===== src/rtl/pio_mailbox_rx.sv =====
// pio_mailbox_rx: Nios PIO byte handshake into a channel-tagged word stream.
// Bytes assemble LSB-first into words, buffered in a show-ahead FIFO.
module pio_mailbox_rx #(
  parameter  int DATA_W = 8,
  parameter  int BYTES  = 2,
  parameter  int N_CH   = 4,
  parameter  int DEPTH  = 16,
  localparam int WORD_W = DATA_W * BYTES,
  localparam int CH_W   = (N_CH > 1) ? $clog2(N_CH) : 1,
  localparam int LVL_W  = $clog2(DEPTH + 1)
) (
  input  logic              clk50,
  input  logic              reset,
  input  logic [DATA_W-1:0] to_hw_data,
  input  logic [1:0]        to_hw_sig,
  output logic [1:0]        to_sw_sig,
  output logic              out_valid,
  input  logic              out_ready,
  output logic [WORD_W-1:0] out_data,
  output logic [CH_W-1:0]   out_ch,
  output logic [LVL_W-1:0]  level
);

  localparam int PTR_W = $clog2(DEPTH);
  localparam int BC_W  = (BYTES > 1) ? $clog2(BYTES) : 1;

  localparam logic [1:0] CMD_NONE  = 2'b00;
  localparam logic [1:0] CMD_DATA  = 2'b01;
  localparam logic [1:0] CMD_CHAN  = 2'b10;
  localparam logic [1:0] CMD_FLUSH = 2'b11;

  typedef enum logic [1:0] {
    S_IDLE,
    S_WAIT,
    S_ACK
  } state_t;

  state_t            state_q, state_d;
  logic [1:0]        cmd_q;
  logic [DATA_W-1:0] dat_q;
  logic [BC_W-1:0]   byte_cnt_q, byte_cnt_d;
  logic [CH_W-1:0]   cur_ch_q, cur_ch_d;
  logic              err_q, err_d;
  logic              ack_q;
  logic [WORD_W-1:0] asm_q, asm_d;
  logic [WORD_W-1:0] push_word;

  logic [WORD_W-1:0] mem_data [DEPTH];
  logic [CH_W-1:0]   mem_ch   [DEPTH];
  logic [PTR_W-1:0]  rd_ptr_q, rd_ptr_d;
  logic [PTR_W-1:0]  wr_ptr_q, wr_ptr_d;
  logic [LVL_W-1:0]  level_q, level_d;
  logic              valid_q, valid_d;
  logic [WORD_W-1:0] head_q, head_d;
  logic [CH_W-1:0]   head_ch_q, head_ch_d;

  logic push, pop, flush, full;
  logic last_byte, ch_ok;
  logic is_data, is_chan, is_flush;

  // Commands are registered once; the FSM acts on the registered copy.
  always_ff @(posedge clk50 or posedge reset) begin
    if (reset) begin
      cmd_q <= CMD_NONE;
      dat_q <= '0;
    end else begin
      cmd_q <= to_hw_sig;
      dat_q <= to_hw_data;
    end
  end

  assign full      = (level_q == LVL_W'(DEPTH));
  assign last_byte = (byte_cnt_q == BC_W'(BYTES - 1));
  assign ch_ok     = (int'(dat_q) < N_CH);
  assign is_data   = (cmd_q == CMD_DATA);
  assign is_chan   = (cmd_q == CMD_CHAN);
  assign is_flush  = (cmd_q == CMD_FLUSH);

  always_comb begin
    state_d    = state_q;
    byte_cnt_d = byte_cnt_q;
    cur_ch_d   = cur_ch_q;
    err_d      = err_q;
    asm_d      = asm_q;
    push       = 1'b0;
    flush      = 1'b0;
    push_word  = asm_q;
    push_word[WORD_W-DATA_W +: DATA_W] = dat_q;
    unique case (state_q)
      S_IDLE: begin
        unique case (1'b1)
          is_flush: begin
            flush      = 1'b1;
            byte_cnt_d = '0;
            cur_ch_d   = '0;
            err_d      = 1'b0;
            state_d    = S_ACK;
          end
          is_chan && ch_ok: begin
            cur_ch_d   = CH_W'(dat_q);
            byte_cnt_d = '0;
            state_d    = S_ACK;
          end
          is_chan && !ch_ok: begin
            err_d   = 1'b1;
            state_d = S_ACK;
          end
          is_data && !last_byte: begin
            for (int i = 0; i < BYTES - 1; i++) begin
              if (byte_cnt_q == BC_W'(i)) asm_d[i*DATA_W +: DATA_W] = dat_q;
            end
            byte_cnt_d = byte_cnt_q + BC_W'(1);
            state_d    = S_ACK;
          end
          is_data && last_byte && full: begin
            state_d = S_WAIT;
          end
          is_data && last_byte && !full: begin
            push       = 1'b1;
            byte_cnt_d = '0;
            state_d    = S_ACK;
          end
          default: ;
        endcase
      end
      S_WAIT: begin
        if (cmd_q == CMD_NONE) begin
          state_d = S_IDLE;
        end else if (!full) begin
          push       = 1'b1;
          byte_cnt_d = '0;
          state_d    = S_ACK;
        end
      end
      S_ACK: begin
        if (cmd_q == CMD_NONE) state_d = S_IDLE;
      end
      default: state_d = S_IDLE;
    endcase
  end

  assign pop = valid_q & out_ready & ~flush;

  always_comb begin
    rd_ptr_d  = rd_ptr_q + PTR_W'(pop);
    wr_ptr_d  = wr_ptr_q + PTR_W'(push);
    level_d   = level_q + LVL_W'(push) - LVL_W'(pop);
    head_d    = head_q;
    head_ch_d = head_ch_q;
    if (flush) begin
      rd_ptr_d = '0;
      wr_ptr_d = '0;
      level_d  = '0;
    end else if (push && (level_q - LVL_W'(pop)) == '0) begin
      // Word lands in an empty FIFO: bypass the array into the head.
      head_d    = push_word;
      head_ch_d = cur_ch_q;
    end else if (level_d != '0) begin
      head_d    = mem_data[rd_ptr_d];
      head_ch_d = mem_ch[rd_ptr_d];
    end
    valid_d = (level_d != '0);
  end

  always_ff @(posedge clk50) begin
    if (push) begin
      mem_data[wr_ptr_q] <= push_word;
      mem_ch[wr_ptr_q]   <= cur_ch_q;
    end
  end

  always_ff @(posedge clk50 or posedge reset) begin
    if (reset) begin
      state_q    <= S_IDLE;
      byte_cnt_q <= '0;
      cur_ch_q   <= '0;
      err_q      <= 1'b0;
      ack_q      <= 1'b0;
      asm_q      <= '0;
      rd_ptr_q   <= '0;
      wr_ptr_q   <= '0;
      level_q    <= '0;
      valid_q    <= 1'b0;
      head_q     <= '0;
      head_ch_q  <= '0;
    end else begin
      state_q    <= state_d;
      byte_cnt_q <= byte_cnt_d;
      cur_ch_q   <= cur_ch_d;
      err_q      <= err_d;
      ack_q      <= (state_d == S_ACK);
      asm_q      <= asm_d;
      rd_ptr_q   <= rd_ptr_d;
      wr_ptr_q   <= wr_ptr_d;
      level_q    <= level_d;
      valid_q    <= valid_d;
      head_q     <= head_d;
      head_ch_q  <= head_ch_d;
    end
  end

  assign to_sw_sig = {err_q, ack_q};
  assign out_valid = valid_q;
  assign out_data  = head_q;
  assign out_ch    = head_ch_q;
  assign level     = level_q;

endmodule


===== config.mk =====
export PLATFORM = sky130hd
export DESIGN_NAME = pio_mailbox_rx
export DESIGN_NICKNAME = d
export VERILOG_FILES = /design/src/rtl/pio_mailbox_rx.sv
export SDC_FILE = /design/constraint.sdc
export NUM_CORES = 1
export LEC_CHECK = 0
export CELL_PAD_IN_SITES_DETAIL_PLACEMENT = 0
export CELL_PAD_IN_SITES_GLOBAL_PLACEMENT = 2
export CORE_MARGIN = 1
export CORE_UTILIZATION = 52
export DETAILED_ROUTE_END_ITERATION = 10
export PLACE_DENSITY_LB_ADDON = 0.1
export REMOVE_ABC_BUFFERS = 1
export SETUP_SLACK_MARGIN = 0.4
export SYNTH_ARGS = -nofsm -noshare
export SYNTH_HDL_FRONTEND = slang
export SYNTH_SLANG_ARGS = --single-unit
export TNS_END_PERCENT = 5

===== constraint.sdc =====
create_clock -name clk50 -period 11.4 [get_ports clk50]
set_clock_uncertainty 0.05 [all_clocks]
set_input_delay 2.28 -clock clk50 [delete_from_list [all_inputs] [get_ports clk50]]
set_output_delay 2.28 -clock clk50 [all_outputs]
set_load 0.1 [all_outputs]

==> results of run 1 <==
==> cell usage in the layout (no fill, tap or decap), types with 2 or more instances in the layout <==
| cell | n |
|---|---|
| xor2_1 | 2 |
| buf_4 | 15 |
| dfrtp_1 | 57 |
| o21ai_1 | 18 |
| a22oi_1 | 3 |
| clkbuf_16 | 38 |
| clkinvlp_4 | 2 |
| ha_1 | 11 |
| clkinv_2 | 9 |
| nor2_1 | 16 |
| nor3_2 | 4 |
| edfxtp_1 | 288 |
| mux2_2 | 8 |
| clkinv_1 | 2 |
| nor2b_1 | 9 |
| nand2b_1 | 5 |
| nand2_1 | 27 |
| clkbuf_8 | 5 |
| bufinv_16 | 3 |
| clkbuf_1 | 6 |
| nor2_2 | 4 |
| mux4_2 | 90 |
| nor3_1 | 3 |
| inv_1 | 9 |
| a21oi_1 | 5 |
| a31oi_1 | 2 |
| xnor2_1 | 6 |
| clkdlybuf4s50_1 | 38 |
| and3_1 | 2 |
| o21ai_0 | 6 |
| nand3_1 | 6 |
| nor2_4 | 8 |
| mux2i_1 | 18 |
==> final cells by class <==
class	instances	area (um2)
Sequential cell	345	10100
Fill cell	1776	9750
Multi-Input combinational cell	265	3340
Clock buffer	49	1040
Timing Repair Buffer	53	493
Tap cell	330	413
Clock inverter	17	174
Inverter	10	37.5
==> logic make-up after synthesis <==
logic type | after synthesis
DFF | 345
muxes | 116
and+or+nand+nor | 88
buffers and inverters | 41
AOI/OAI and AO/OA | 37
adders and majority gates | 14
xor gates and xnor gates | 10
==> worst min-delay path: cells and delay by family, from the launching register on <==
kind / cells / cell delay [ns]
AOI/OAI and AO/OA: 1 / 0.05
DFF: 1 / 0.35
and+or+nand+nor: 1 / 0.09
==> flip-flops by register name (all words and copies together), names as in the netlist, 4 cells and up <==
signal and cells:
mem_data 256, dat_q 8, asm_q 8, level 5, rd_ptr_q 4, out_data 16, mem_ch 32, wr_ptr_q 4
==> per-layer routing <==
metal	track usage, %	share of wire, %
met1	31.1	41
met2	38.4	51
met3	3.72	6.1
met4	6.24	1.7
met5	0	0
==> synthesized netlist by cell type <==
| library cell | n |
|---|---|
| edfxtp_1 | 288 |
| mux4_2 | 90 |
| dfrtp_1 | 57 |
| nor2_1 | 28 |
| nand2_1 | 27 |
| mux2i_1 | 18 |
| o21ai_1 | 18 |
| clkbuf_1 | 15 |
| ha_1 | 13 |
| buf_4 | 11 |
| inv_1 | 10 |
| nor2b_1 | 9 |
| mux2_2 | 8 |
| nor3_1 | 7 |
| nand3_1 | 6 |
| o21ai_0 | 6 |
| xnor2_1 | 6 |
| a21oi_1 | 5 |
| nand2b_1 | 5 |
| a22oi_1 | 3 |
| a31oi_1 | 3 |
| xor2_1 | 3 |
| and3_1 | 2 |
| buf_2 | 2 |
| buf_6 | 2 |
| buf_1 | 1 |
| fa_1 | 1 |
| nand3b_1 | 1 |
| nor4_1 | 1 |
| nor4_4 | 1 |
| o21bai_1 | 1 |
| o221ai_1 | 1 |
| or3_1 | 1 |
| xnor2_2 | 1 |
==> power by group <==
group | leakage, nW | internal [W] | switching (W) | total [W]
combinational | 1.42 | 0.000738 | 0.000915 | 0.00165
clock | 0.599 | 0.000712 | 0.000468 | 0.00118
sequential | 3.26 | 0.00149 | 0.000103 | 0.00159
==> through the flow <==
stage                     worst slack (ns)  utilization (%)
after CTS                             5.80             61.5
after global routing                  5.54             61.5
after global placement                5.33             56.7
after floorplan                       4.65                -
after detailed placement              5.25             56.7
final                                 5.87             61.5
==> worst paths after layout <==
kind	from	to	slack, ns	depth (start not counted)
min in group asynchronous	reset	out_ch[1]	2.34	3
max reg2reg	state_q[0]	out_data[5]	7.25	9
max	out_ready	out_data[5]	5.87	9
max in group asynchronous	reset	wr_ptr_q[0]	8.35	3
min reg2reg	err_q	err_q	0.47	2
min	err_q	err_q	0.47	2
==> out/metrics.yaml, run 1 <==
max_cap_viol_count: 0
drc: 0
cts_tree: "built"
start_util_pct: 53.2
rsz0062_at_grt: "no"
die_area_um2: 26600
antenna_found_initial: 0
synthesis.area_um2: 13500
postSynthAreaPerCell_um2: 20.7
slew_violations: 0
fin_area_um2: 15600
max_freq_mhz: 181
insertion_delay_ns: 0.52
finish.net_count: 738
drive_gt1_share_pct: 26.3
yosysUniqueCellTypes: 34
postPlaceCellArea_um2: 14400
ctsResizeCount: 0
startpoint_type: "primary input"
p_total_w: 0.00443
wirelength_um: 28300
crit_slowest_cell: "buf_4"
std_cell_rows: 58
hp-class: "flip-flop to flip-flop"
cts_root_buf: "clkbuf_16"
cp_num_buf_inv: 2
final_cells: 1069
min_period_ns: 5.53
grt_pass1_vias: 6830
max_stage_delay_ns: 0.85
grt_pass1_wl_um: 42600
finalSetupTns_ns: 0
slew_headroom_pct: 31.4
track_usage_pct: 22.8
synth_mux_area_share_pct: 17.0
area_delta_synth_final_pct: 15.6
cp-end-kind: "flip-flop"
cts_max_level: 2
path_delay_family: "buffers and inverters"
yosys-top-cells-area: "edfxtp_1 (64%), mux4_2 (15%), dfrtp_1 (11%), mux2i_1 (1.3%), ha_1 (1.2%)"
synth_compound_area_share_pct: 1.50
num_io_pins: 39
grt_max_degree: 58
die_w_um: 163
cts_hold_buf: 0
path_clk_slew_ns: 0.06
wl_per_cell_um: 26.5
ys_ff_latch: 345
critical_path_class: "primary input to flip-flop"
numCtsBuffers: 36
clock_sinks: 345
dr.pass1.iters: 5
worstMarginPinSlew_ns: 1.03
path_cells: "clkdlybuf4s50_1 -> nand2_1 -> nor2_1 -> ha_4 -> buf_4 -> mux4_2 -> mux4_2 -> mux2i_1 -> o21ai_1"
p_leak_nw: 5.28
synthXorXnorAreaFrac_pct: 0.706
core_um2: 25300
vias: 6461
vdd_drop_max_v: 0.000234
finalHoldViolations: 0
synth_seq_area_share_pct: 74.7
dp.final_hpwl_um: 14600
synth_cells: 651
drtIter0Drc: 597
synth_top_family_by_area: "multiplexers"
dpl.cell_count: 1003
drt-vias-per-instance: 6.04
outcome: "completed"
place.gp.congestion: 0.749
critPathMostFrequentCell: "mux4_2"
cts_setup_buffers: 0
clockBufferDepth: 3
arrival_ns: 5.85
ant_nets: 0
worstPathRequired_ns: 11.72
power_density_nw_per_um2: 284
setup_viol: 0
synth.top_cell.area_share_pct: 64.2
overflow: 0
antenna_cells: 0
hold_ws_ns: 0.473
die_height_um: 163
worst-path-max-fanout: 48
yosysWarnings: 0
fin_crit_sh_pct: 48.5
synth-simple-area-share_pct: 3.06
synthAdderAreaFrac_pct: 1.36
post-synth-top-area-cell: "edfxtp_1"
portBuffers: 38
Note: power is estimated with default switching activity, not from simulation.
==> run 2, diff against run 1 <==
Settings changed: CORE_UTILIZATION 52 to 48.
Clock period 11.4 ns to 5.6 ns, I/O delays scaled along.
==> out/metrics.yaml, run 2 (synthesis results as in run 1) <==
die_area_um2: 28800  # +8.2%
cp-end-kind: "flip-flop"
final_common_cell: "edfxtp_1"
ctsResizeCount: 0  # unchanged
start_util_pct: 49.5  # -3.8 points
r2r_start: "level[2]"
drc: 0  # unchanged
rsz0062_at_grt: "no"
cts_tree: "built"
num_io_pins: 39  # unchanged
die_height_um: 170  # +4.0%
path_delay_family: "buffers and inverters"
worst-path-max-fanout: 19  # -60%
arrival_ns: 4.00  # -1.85 ns
largest_reg_flops: 256  # unchanged
dr.pass1.iters: 5  # unchanged
min_period_ns: 3.66
r2r-end: "out_data[10]"
startpoint_type: "primary input"
ant_nets: 0  # unchanged
finish.net_count: 737  # -0.14%
antenna_cells: 0  # unchanged
path_clk_slew_ns: 0.06  # about the same
wirelength_um: 28900  # +2.0%
max_freq_mhz: 273
worst_slack_ns: 1.94  # -3.93 ns
ff2ff_path_depth: 15  # +6
p_leak_nw: 5.24  # -0.80%
antenna_found_initial: 0  # unchanged
cts_hold_buf: 0  # unchanged
mostFrequentLayoutCells: "edfxtp_1 (288), mux4_2 (90), dfrtp_1 (57)"
max_stage_delay_ns: 0.45  # -0.40 ns
overflow: 0  # unchanged
portBuffers: 38  # unchanged
post-place-ws_ns: 1.40  # -3.85 ns
drtIter0Drc: 498  # -17%
wl_per_cell_um: 26.1  # -1.5%
vdd_drop_max_v: 0.000471  # +100%
power_density_nw_per_um2: 575  # +100%
grt_max_degree: 74  # +28%
vias: 6404  # -0.88%
critPathMostFrequentCell: "ha_1"
path_cells: "clkdlybuf4s50_1 -> nand2_1 -> nor2_1 -> ha_1 -> inv_1 -> ha_1 -> fa_1 -> nand2b_1 -> a21oi_1 -> xnor2_1 -> a31oi_4 -> buf_4 -> mux2i_1 -> o21ai_1"
critical_path_class: "primary input to flip-flop"
r2r_slack_ns: 1.98  # -5.27 ns
fin_crit_sh_pct: 65.4
setup_viol: 0  # unchanged
max_cap_viol_count: 0  # unchanged
drive_gt1_share_pct: 25.2  # -1.1 points
hold_depth: 2  # unchanged
cts_setup_buffers: 0  # unchanged
regMostFlops: "mem_data"
slew_headroom_pct: 34.4  # +3.0 points
core_um2: 27300  # +7.6%
std_cell_rows: 60  # +3.4%
track_usage_pct: 21.4  # -1.4 points
dp.final_hpwl_um: 15200  # +3.5%
die_w_um: 170  # +4.0%
worstPathRequired_ns: 5.93  # -5.79 ns
finalHoldViolations: 0  # unchanged
slew_violations: 0  # unchanged
hp-class: "flip-flop to flip-flop"
numCtsBuffers: 36  # unchanged
cp_num_buf_inv: 3  # +1
nFillCells: 1992  # +12%
crit_slowest_cell: "clkdlybuf4s50_1"
cts_root_buf: "clkbuf_16"
place.gp.congestion: 0.754  # +0.56%
drt-vias-per-instance: 5.79  # -4.3%
min_to: "err_q"
clock_sinks: 345  # unchanged
worstMarginPinSlew_ns: 0.981  # -0.0467 ns
outcome: "completed"
clockBufferDepth: 3  # unchanged
hp-start: "err_q"
area_delta_synth_final_pct: 15.7  # about the same
finalSetupTns_ns: 0  # unchanged
grt_pass1_wl_um: 43300  # +1.7%
insertion_delay_ns: 0.51  # about the same
cts_max_level: 2  # unchanged
grt_pass1_vias: 6717  # -1.7%
==> run 2: layout make-up <==
class	count	area, um2	share of cell area [%]
clock inverters	12	144	0.923
repair buffers	52	498	3.19
multi-input cells	265	3350	21.5
well taps	372	465	2.99
inverters	10	37.5	0.241
clock buffers	51	1020	6.53
flip-flops and latches	345	10100	64.6
==> run 2: power breakdown <==
part,switching [W],internal (W)
sequential,0.000215,0.00304
clock,0.000942,0.00141
combinational,0.00186,0.00150
total,0.00301,0.00595
==> run 2: metrics by stage <==
| stage | cell area, um2 | utilization (%) | std cells | hold slack (ns) | total power, W |
|---|---|---|---|---|---|
| floorplan | 13300 | - | 620 | 0.448 | 0.00600 |
| global placement | 14400 | 52.9 | 1044 | 0.441 | 0.00668 |
| detailed placement | 14400 | 52.9 | 1044 | 0.449 | 0.00672 |
| CTS | 15600 | 57.2 | 1107 | 0.476 | 0.00906 |
| global route | 15600 | 57.2 | 1107 | 0.527 | 0.00936 |
| finish | 15600 | 57.2 | 1107 | 0.476 | 0.00896 |
==> run 2: how the worst max path moves through the flow <==
| stage | startpoint | to | slack, ns | cells past startpoint |
|---|---|---|---|---|
| floorplan | out_ready | out_ch[0] | 0.01 | 7 |
| global placement | out_ready | out_ch[1] | 1.49 | 14 |
| detailed placement | out_ready | out_data[14] | 1.40 | 14 |
| CTS | out_ready | out_data[14] | 1.92 | 14 |
| global route | level[2] | out_data[12] | 1.69 | 15 |
| finish | out_ready | out_data[10] | 1.94 | 14 |
==> run 2: worst reg2reg max path: stages, from the launching register on <==
cell      delay, ns
dfrtp_1        0.42
inv_1          0.13
ha_1           0.24
nand3_1        0.17
nand2b_1       0.21
ha_1           0.34
inv_1          0.04
ha_1           0.20
fa_1           0.41
nand2b_1       0.09
a21oi_1        0.07
xnor2_1        0.17
a31oi_4        0.17
buf_4          0.45
mux2i_1        0.27
o21ai_1        0.08
==> run 2: per-layer routing <==
metal / track usage (%) / vias up / routed length (um) / part of all wire, %
met2: 35.7 / 176 / 14400 / 50
met4: 5.21 / 0 / 483 / 1.7
met1: 29.9 / 3433 / 12500 / 43
li1: - / 2758 / - / -
met5: 0 / - / 0 / 0
met3: 3.29 / 37 / 1550 / 5.4
